`src/rtl/wb_pkg.sv`:
```
// Shared types for the MEM/WB stage: write-back source select and the payload
// carried through the skid buffer.
package wb_pkg;

  localparam int WB_PC_W       = 9;
  localparam int WB_DATA_W     = 32;
  localparam int WB_REG_ADDR_W = 5;
  localparam int WB_SRC_W      = 3;

  typedef enum logic [WB_SRC_W-1:0] {
    WB_ALU   = 3'd0,
    WB_MEM   = 3'd1,
    WB_PC4   = 3'd2,
    WB_IMM   = 3'd3,
    WB_PCIMM = 3'd4
  } wb_src_e;

  // reg_wrt_src stays a raw 3-bit field so the unused codes 101..111 survive
  typedef struct packed {
    logic [WB_DATA_W-1:0]     mem_rd_data;
    logic [WB_DATA_W-1:0]     alu_result;
    logic [WB_PC_W-1:0]       pc;
    logic [WB_DATA_W-1:0]     imm;
    logic                     reg_wrt_en;
    logic [WB_SRC_W-1:0]      reg_wrt_src;
    logic [WB_REG_ADDR_W-1:0] reg_dst;
  } wb_payload_t;

  localparam int WB_PAYLOAD_W = $bits(wb_payload_t);

  function automatic logic is_x0(input logic [WB_REG_ADDR_W-1:0] addr);
    return addr == '0;
  endfunction

endpackage

```
`src/rtl/pipe_skid_buf.sv`:
```
// Two-entry elastic buffer: main drives the output, skid absorbs the one beat
// that can arrive while main is stalled. in_ready is the registered ~skid_valid.
module pipe_skid_buf #(
  parameter int W = 8
) (
  input  logic         clk,
  input  logic         rst,
  input  logic         flush,
  input  logic         in_valid,
  output logic         in_ready,
  input  logic [W-1:0] in_data,
  output logic         out_valid,
  input  logic         out_ready,
  output logic [W-1:0] out_data
);

  logic         main_valid;
  logic         skid_valid;
  logic [W-1:0] main_data;
  logic [W-1:0] skid_data;
  logic         accept;
  logic         main_free;

  assign in_ready  = ~skid_valid;
  assign out_valid = main_valid;
  assign out_data  = main_data;
  assign accept    = in_valid & ~skid_valid;
  // main can take a new beat at this edge: empty, or its beat is committing
  assign main_free = ~main_valid | out_ready;

  always_ff @(posedge clk) begin
    if (rst) begin
      main_valid <= 1'b0;
      skid_valid <= 1'b0;
      main_data  <= '0;
      skid_data  <= '0;
    end else if (flush) begin
      main_valid <= 1'b0;
      skid_valid <= 1'b0;
    end else begin
      if (main_free) begin
        if (skid_valid) begin
          main_data  <= skid_data;
          main_valid <= 1'b1;
        end else begin
          main_valid <= accept;
          if (accept) begin
            main_data <= in_data;
          end
        end
      end

      if (skid_valid) begin
        if (main_free) begin
          skid_valid <= accept;
          if (accept) begin
            skid_data <= in_data;
          end
        end
      end else if (accept && !main_free) begin
        skid_valid <= 1'b1;
        skid_data  <= in_data;
      end
    end
  end

  a_stall_holds_main : assert property (
    @(posedge clk) disable iff (rst)
    (main_valid && !out_ready) |=> $stable(main_data)
  );

endmodule

```
`src/rtl/mem_wb_stage.sv`:
```
// Elastic MEM/WB stage: skid-buffered handshake, write-back source mux driving
// the register-file write port, and a retired-instruction counter.
module mem_wb_stage
  import wb_pkg::*;
#(
  parameter int DM_ADDRESS = 9,
  parameter int DATA_W     = 32,
  parameter int REG_ADDR_W = 5,
  parameter int CNT_W      = 32
) (
  input  logic                  clk,
  input  logic                  rst,
  input  logic                  in_valid,
  output logic                  in_ready,
  input  logic [DATA_W-1:0]     mem_rd_data,
  input  logic [DATA_W-1:0]     alu_result,
  input  logic [DM_ADDRESS-1:0] pc,
  input  logic [DATA_W-1:0]     imm,
  input  logic                  reg_wrt_en,
  input  logic [2:0]            reg_wrt_src,
  input  logic [REG_ADDR_W-1:0] reg_dst,
  input  logic                  flush,
  output logic                  out_valid,
  input  logic                  out_ready,
  output logic                  rf_we,
  output logic [REG_ADDR_W-1:0] rf_waddr,
  output logic [DATA_W-1:0]     rf_wdata,
  output logic [DM_ADDRESS-1:0] out_pc,
  output logic [CNT_W-1:0]      retired
);

  wb_payload_t in_payload;
  wb_payload_t main;
  logic        commit;

  always_comb begin
    in_payload             = '0;
    in_payload.mem_rd_data = mem_rd_data;
    in_payload.alu_result  = alu_result;
    in_payload.pc          = pc;
    in_payload.imm         = imm;
    in_payload.reg_wrt_en  = reg_wrt_en;
    in_payload.reg_wrt_src = reg_wrt_src;
    in_payload.reg_dst     = reg_dst;
  end

  pipe_skid_buf #(
    .W (WB_PAYLOAD_W)
  ) u_skid (
    .clk       (clk),
    .rst       (rst),
    .flush     (flush),
    .in_valid  (in_valid),
    .in_ready  (in_ready),
    .in_data   (in_payload),
    .out_valid (out_valid),
    .out_ready (out_ready),
    .out_data  (main)
  );

  // reset and flush both swallow the head beat, so neither may write or count
  assign commit = out_valid & out_ready & ~flush & ~rst;

  always_comb begin
    rf_wdata = '0;
    case (main.reg_wrt_src)
      WB_ALU:   rf_wdata = main.alu_result;
      WB_MEM:   rf_wdata = main.mem_rd_data;
      WB_PC4:   rf_wdata = DATA_W'(main.pc) + DATA_W'(4);
      WB_IMM:   rf_wdata = main.imm;
      WB_PCIMM: rf_wdata = DATA_W'(main.pc) + main.imm;
      default:  rf_wdata = '0;
    endcase
  end

  assign rf_we    = commit & main.reg_wrt_en & ~is_x0(main.reg_dst);
  assign rf_waddr = main.reg_dst;
  assign out_pc   = main.pc;

  always_ff @(posedge clk) begin
    if (rst) begin
      retired <= '0;
    end else if (commit) begin
      retired <= retired + CNT_W'(1);
    end
  end

endmodule
```
`config.mk`:
```
export PLATFORM = sky130hd
export DESIGN_NAME = mem_wb_stage
export DESIGN_NICKNAME = d
export VERILOG_FILES = /design/src/rtl/wb_pkg.sv /design/src/rtl/pipe_skid_buf.sv /design/src/rtl/mem_wb_stage.sv
export SDC_FILE = /design/constraint.sdc
export NUM_CORES = 1
export LEC_CHECK = 0
export BUFFER_PORTS_ARGS = -buffer_cell sky130_fd_sc_hd__buf_4
export CORE_UTILIZATION = 61
export CTS_BUF_LIST = sky130_fd_sc_hd__clkbuf_4 sky130_fd_sc_hd__clkbuf_8
export DETAILED_ROUTE_END_ITERATION = 7
export PLACE_DENSITY_LB_ADDON = 0.15
export SLEW_MARGIN = 20
export SYNTH_ARGS = -nofsm -noshare
export SYNTH_HDL_FRONTEND = slang
export SYNTH_HIERARCHICAL = 1
export SYNTH_SLANG_ARGS = --single-unit
```
`constraint.sdc`:
```
create_clock -name clk -period 4.59 [get_ports clk]
set_input_delay 0.6885 -clock clk [delete_from_list [all_inputs] [get_ports clk]]
set_output_delay 0.6885 -clock clk [all_outputs]
set_load 0.02 [all_outputs]
```
* Yosys cells after proc, flatten, opt, wreduce, memory -nomap -nowiden
Cells that the tools add are included.
Storage, ports and cells: logic and storage cells 45, output and inout port bits 81, bits in registers 262, input port bits 119
Operators by class: add/subtract/negate cells 3, reduce and logical (&&, ||, !) cells 9, bitwise operators 12, muxes and demuxes 10, eq/ne operators 6
Operators by type and width (count):
- $mux W114 | 5
- $pmux W32 S5 | 1
- $add A32 B1 Y32 const B | 1
- $add A9 B32 Y32 | 1
- $add A9 B3 Y10 const B | 1
- $and A1 B1 Y1 | 6
- $eq A3 B2 Y1 const B | 2
- $logic_not A5 Y1 | 1
- $not A1 Y1 | 5
- $mux W1 | 4
- $ne A2 B2 Y1 const B | 2
- $reduce_and A4 Y1 | 1
- $reduce_bool A2 Y1 | 2
- $eq A3 B1 Y1 const B | 1
- $eq A3 B3 Y1 const B | 1
- $logic_not A3 Y1 | 1
- $reduce_and A3 Y1 | 1
- $reduce_or A2 Y1 | 1
- $logic_and A1 B1 Y1 | 1
- $logic_not A1 Y1 | 1
- $or A1 B1 Y1 | 1

* Depth between registers and ports, before layout
Gate-level depths: netlist of run 1.
depth after elaboration 6, mapped depth 9

* Modules after synthesis
The synthesis of run 1 kept the hierarchy.
By module, submodules not included:
- pipe_skid_buf | area each 10633.9 um^2, instances 1, sequential area each 4604.4 um^2, cells each 1025
- mem_wb_stage | area each 3397.0 um^2, instances 1, sequential area each 640.6 um^2, cells each 449

* Worst setup path after synthesis of run 1
OpenSTA, ideal clock, no wires.
path type reg-to-output, from register u_skid.main_data[41], in the netlist u_skid/out_data[41], to output rf_wdata[28], setup slack 1.385 ns, data arrival time 2.517 ns, stages on the path, launching flop included 9, path buffers 0, cell sequence dfxtp_1 ha_1 fa_1 a21o_1 a221oi_1 o21ai_0 nand4b_1 xor2_1 o22ai_1
On the way: cells in the longest elaborated chain, start to end 2
RTL lines:
- from (decl) | line pipe_skid_buf.sv:19 | logic [W-1:0] main_data;
- from (signal assigned) | line pipe_skid_buf.sv:43 | main_data <= skid_data;
- from (signal assigned) | line pipe_skid_buf.sv:48 | main_data <= in_data;
- $add A9 B32 Y32 | line mem_wb_stage.sv:71 | WB_PCIMM: rf_wdata = DATA_W'(main.pc) + main.imm;
- $pmux W32 S5 | line mem_wb_stage.sv:66 | case (main.reg_wrt_src)
- to (decl) | line mem_wb_stage.sv:27 | output logic [DATA_W-1:0] rf_wdata,
Every way passes these cells.

* Worst setup path in the final report of run 1
from register u_skid.main_data[9], in the netlist u_skid/out_data[9], to output rf_wdata[20]
The elaborated chain is that of the path after synthesis.

==> impl_metrics.yaml, run 1 <==
run_status:
  status: "finished clean"
synthesis:
  synth_most_common_cell: "dfxtp_1"
  ys_seq_area_share_pct: 37.4
  synth_top_area_share_pct: 37.4
  ys_ff_latch: 262
  synthTopCellsByCount: "262 x dfxtp_1, 254 x mux2i_1, 230 x nand2b_1, 141 x a21oi_1, 82 x clkbuf_1"
  synth_area_um2: 14000
  synthCells: 1474
  syn-num-nets: 1605
  async_flop_share_pct: 0
  ys_types: 53
  syn_area_per_cell_um2: 9.52
  ys_warn_count: 6
  synth_edf_count: 0
  synth_area_leader_cell: "dfxtp_1"
  synth_area_leaders: "dfxtp_1 37%, mux2i_1 18%, nand2b_1 10%"
  synthFlopType: "dfxtp_1"
power_and_ir_drop:
  ir_drop_uv: 235
  total_power_uw: 5340
  p_per_area_nw_per_um2: 327
  power.leakage_uw: 0.00573
routing:
  avgRoutedWirePerCell_um: 18.3
  dr.pass1.iters: 6
  wirelength_mm: 35.3
  postRouteAntennaNets: 0
  drc: 0
  first_iter_violations: 1022
  avgViaCountPerCell: 5.92
  vias: 11400
worst_hold_path:
  min_path_type: "in2reg"
  hold_path_depth: 2
  worstHoldStart: "flush"
  min_to: "u_skid/skid_valid"
cts:
  cts-hold-fix-buffers: 0
  cts_tree: "built"
  post_cts_resized: 0
  cts_setup_buffers: 0
  cts_made_buffers: 43
  cts_sinks: 262
  clk_latency_ns: 0.55
  cts-htree-levels: 2
  cts.clk_slew.worst_paths_ns: 0.07
  cts_buffer_depth: 3
  cts-root-buf: "clkbuf_8"
cells_and_area:
  antenna_cells: 0
  drive_above_1_share_pct: 22.9
  fillers: 1690
  fin_util_pct: 72.4
  multi_input_area_um2: 8110
  nets: 1737
  seq_area_um2: 5250
  syn2layout_area_growth_pct: 16.5
placed_design:
  place_hpwl_mm: 23.2
  port_buffers: 199
  place.gp.congestion: 0.937
job:
  maxCapViolations: 0
critical_path:
  startpoint_type: "flip-flop"
  crit_fanout: 6
  r2r-start: "u_skid/skid_valid"
  critPathLaunch: "u_skid/out_data[9]"
  worstSetupEndpointType: "output pin"
  cp_data_required_time_ns: 3.90
  crit_arrival_ns: 3.31
  reg2reg_depth: 4
  critPathKind: "reg2out"
  ff2ff_setup_slack_ns: 1.89
  worstReg2RegEnd: "u_skid/out_data[94]"
floorplanning:
  num_rows: 55
  fp.dieW_um: 154
  die_h_um: 154
  die-area_um2: 23600
  io_pins: 200
  core_um2: 22600
  start_util_pct: 62.2
sta:
  max_freq_mhz: 250
  tightest_slew_ns: 0.955
  finalMaxSlewViolations: 0
  final-setup-viol-count: 0
  min_period_ns: 4.00
  max_slew_margin_pct: 36.3
  hold_viol: 0
  fin_worst_skew_ns: 0.0232
  rsz0062_at_grt: "no"
  finalCritPeriodShare_pct: 87.0
  setup_tns_ns: 0
global_routing:
  grt_pass1_vias: 10900
  grt_use_total_pct: 29.4
  grt_max_degree: 145
  antenna_found_initial: 0
  grt_overflow: 0
  grt_pass1_wl_mm: 56.6
## worst max path at each step
| stage | depth (start not counted) | slack (ns) | endpoint |
|---|---|---|---|
| 3_5_place_dp | 10 | 1.26 | rf_wdata[20] |
| 2_1_floorplan | 8 | 1.38 | rf_wdata[28] |
| 4_1_cts | 10 | 0.67 | rf_wdata[20] |
| 5_1_grt | 10 | 0.50 | rf_wdata[20] |
| 6_report | 10 | 0.59 | rf_wdata[20] |
| 3_3_place_gp | 10 | 1.31 | rf_wdata[20] |
## cell type report
cell class / count / share of cell area (%)
Clock inverter: 5 / 0.191
Sequential cell: 262 / 32.1
Timing Repair Buffer: 216 / 10.1
Tap cell: 285 / 2.18
Clock buffer: 73 / 5.50
Inverter: 11 / 0.253
Multi-Input combinational cell: 1072 / 49.6
## critical path, cell delays in order (launching register included)
cell and delay, ns:
dfxtp_1 0.33, ha_1 0.23, fa_1 0.41, a21o_1 0.21, a221oi_1 0.27, buf_4 0.19, o21ai_0 0.31, nand3_1 0.24
xor2_1 0.20, o22ai_1 0.15, buf_4 0.23
## layout by cell type, fill, tap and decap left out, drive strengths merged, types with 26 or more instances in the layout
cell type	count
dfxtp	262
mux2i	254
nand2b	230
buf	216
a21oi	141
a211oi	115
clkbuf	73
nor2	66
nand3	34
xnor2	30
xor2	27
nand2	26
## power by group
group	leakage, µW	switching [µW]	internal, µW
logic	0.00309	400	336
registers	0.00213	83.8	2350
clock network	0.000497	940	1230
total	0.00573	1420	3920
## kinds of logic (layout without fill, tap and decap cells)
group,after synthesis,after routing,share of synthesized area [%]
fa+ha+maj,12,12,1.12
simple gates,420,420,16.9
compound gates,319,319,16.4
flops,262,262,37.4
xor+xnor,57,57,3.56
mux,264,264,19.6
buf+inv,140,305,4.98
## per-layer routing
metal	global-route usage (%)	part of all wire, %
met5	0	0
met4	9.95	2.9
met3	5.05	5.8
met2	47.8	47
met1	39.4	45
## per-stage QoR
stage	hold WS (ns)	setup slack, ns	instances	cell area (µm²)
detailed placement	0.461	1.26	1846	15400
finish	0.357	0.595	1924	16300
floorplan	0.448	1.38	1474	14000
global route	0.338	0.496	1924	16300
global placement	0.457	1.31	1846	15400
CTS	0.328	0.667	1924	16300
## state kept, by name (all words and copies together) (netlist names)
register and count:
u_skid/out_data 114, u_skid/skid_data 114, retired 32, u_skid/out_valid 1, u_skid/skid_valid 1
(Power assumes the default switching activity.)
==> run 2: changes to the inputs <==
Settings changed: CELL_PAD_IN_SITES_DETAIL_PLACEMENT set to 2, CELL_PAD_IN_SITES_GLOBAL_PLACEMENT set to 2, CORE_MARGIN set to 2, CORE_UTILIZATION 61 to 40.
==> run 2 against run 1 <==
  * Sequential share of layout area fell by 0.60 points
  * First-iteration DRC count fell by 49%
  * Total power rose by 4.9%
  * Critical path depth fell by 3
  * Critical path type unchanged
  * Largest power group unchanged
  * Highest routed layer is now met5
==> impl_metrics.yaml, run 2 (synthesis gave the netlist of run 1 again) <==
worst_hold_path:
  worstHoldStart: "flush"
  min_path_type: "in2reg"
routing:
  postRouteAntennaNets: 0
  avgViaCountPerCell: 5.61
  drc: 0
  first_iter_violations: 523
  dr.pass1.iters: 4
  avgRoutedWirePerCell_um: 22.2
  vias: 11800
  wirelength_mm: 46.7
sta:
  fin_worst_skew_ns: 0.0248
  final-setup-viol-count: 0
  tightest_slew_ns: 1.10
  rsz0062_at_grt: "no"
  finalCritPeriodShare_pct: 89.7
  max_slew_margin_pct: 26.8
  hold_slack_ns: 0.282
  min_period_ns: 4.12
  setup_tns_ns: 0
  finalMaxSlewViolations: 0
  max_freq_mhz: 243
  hold_viol: 0
cells_and_area:
  nets: 1745
  syn2layout_area_growth_pct: 18.7
  drive_above_1_share_pct: 23.4
  layout_common_cells: "259 x dfxtp_1, 254 x mux2i_1, 229 x nand2b_1, 215 x buf_4, 141 x a21oi_1"
  layout_commonest_cell: "dfxtp_1"
cts:
  cts-root-buf: "clkbuf_8"
  cts_made_buffers: 49
  cts_setup_buffers: 0
  cts_tree: "built"
  clk_latency_ns: 0.62
  cts-htree-levels: 2
  post_cts_resized: 0
  cts_sinks: 262
  cts_buffer_depth: 3
  cts.clk_slew.worst_paths_ns: 0.06
  cts-hold-fix-buffers: 0
floorplanning:
  die-area_um2: 36600
  num_rows: 68
  core_um2: 34500
  die_h_um: 191
  start_util_pct: 40.6
  fp.dieW_um: 191
  io_pins: 200
power_and_ir_drop:
  power.leakage_uw: 0.00578
  p_per_area_nw_per_um2: 337
  ir_drop_uv: 241
  total_power_uw: 5610
run_status:
  status: "finished clean"
global_routing:
  antenna_found_initial: 1
  grt_pass1_vias: 12700
  grt_pass1_wl_mm: 73.6
  grt_use_total_pct: 25.7
  grt_overflow: 0
  grt_max_degree: 151
critical_path:
  critPathLaunch: "u_skid/out_data[45]"
  cp_top_family: "compound AO/OA/AOI/OAI gates"
  critPathKind: "reg2out"
  worstPathCellList: "ha_1 > nand4_1 > a311oi_2 > o211ai_1 > nor3_1 > mux2i_1 > buf_4"
  crit_fanout: 7
  cp_num_buf_inv: 1
  startpoint_type: "flip-flop"
  crit_arrival_ns: 3.43
  ff2ff_setup_slack_ns: 1.45
  r2r-start: "u_skid/skid_valid"
  cp_data_required_time_ns: 3.90
  worstSetupEndpointType: "output pin"
  max_stage_delay_ns: 0.62
  crit_path_top_delay_cell: "a311oi_2"
placed_design:
  port_buffers: 199
  place.gp.congestion: 0.825
  place_hpwl_mm: 30.8
job:
  maxCapViolations: 0
## run 2: cell count changes in the layout (fill, tap and decap cells not counted), sizes merged
cell,delta
clkbuf,+3
clkinv,+3
bufinv,+1
clkinvlp,+1
buf,+2
inv,-1
diode,+1
## run 2: path summary, 6_finish.rpt
check | end | cells past startpoint
worst max-delay path | rf_wdata[29] | 7
worst min-delay path | u_skid/skid_valid | 2
worst max register to register | u_skid/out_data[25] | 4
worst min register to register | u_skid/skid_data[107] | 2
## run 2: per-layer routing
| layer | up-vias | share of wire, % | track usage [%] |
|---|---|---|---|
| met2 | 254 | 49 | 43.1 |
| met3 | 88 | 4.0 | 4.70 |
| met1 | 5907 | 44 | 32.7 |
| li1 | 5542 | - | - |
| met5 | - | 0.028 | 0 |
| met4 | 2 | 3.4 | 9.91 |
## run 2: per-stage QoR
| step | area, µm² | worst slack (ns) | util (%) | instances |
|---|---|---|---|---|
| 6_report | 16700 | 0.471 | 48.2 | 2104 |
| 5_1_grt | 16700 | 0.185 | 48.2 | 2103 |
| 4_1_cts | 16700 | 0.480 | 48.2 | 2103 |
| 3_5_place_dp | 15600 | 1.19 | 45.3 | 2018 |
| 3_3_place_gp | 15600 | 1.24 | 45.3 | 2018 |
| 2_1_floorplan | 14000 | 1.38 | - | 1474 |
## run 2: where the power goes
part,total (µW),internal (µW),leakage [µW],switching [µW]
combinational,779,339,0.00310,441
clock,2380,1340,0.000538,1040
sequential,2440,2350,0.00213,90.3
## run 2: final cells by class
| cell class | instances | area [µm²] |
|---|---|---|
| Fill cell | 3730 | 17900 |
| Multi-Input combinational cell | 1072 | 8110 |
| Sequential cell | 262 | 5250 |
| Timing Repair Buffer | 218 | 1670 |
| Clock buffer | 76 | 933 |
| Tap cell | 455 | 569 |
| Clock inverter | 9 | 75.1 |
| Inverter | 11 | 41.3 |
| Antenna cell | 1 | 2.50 |
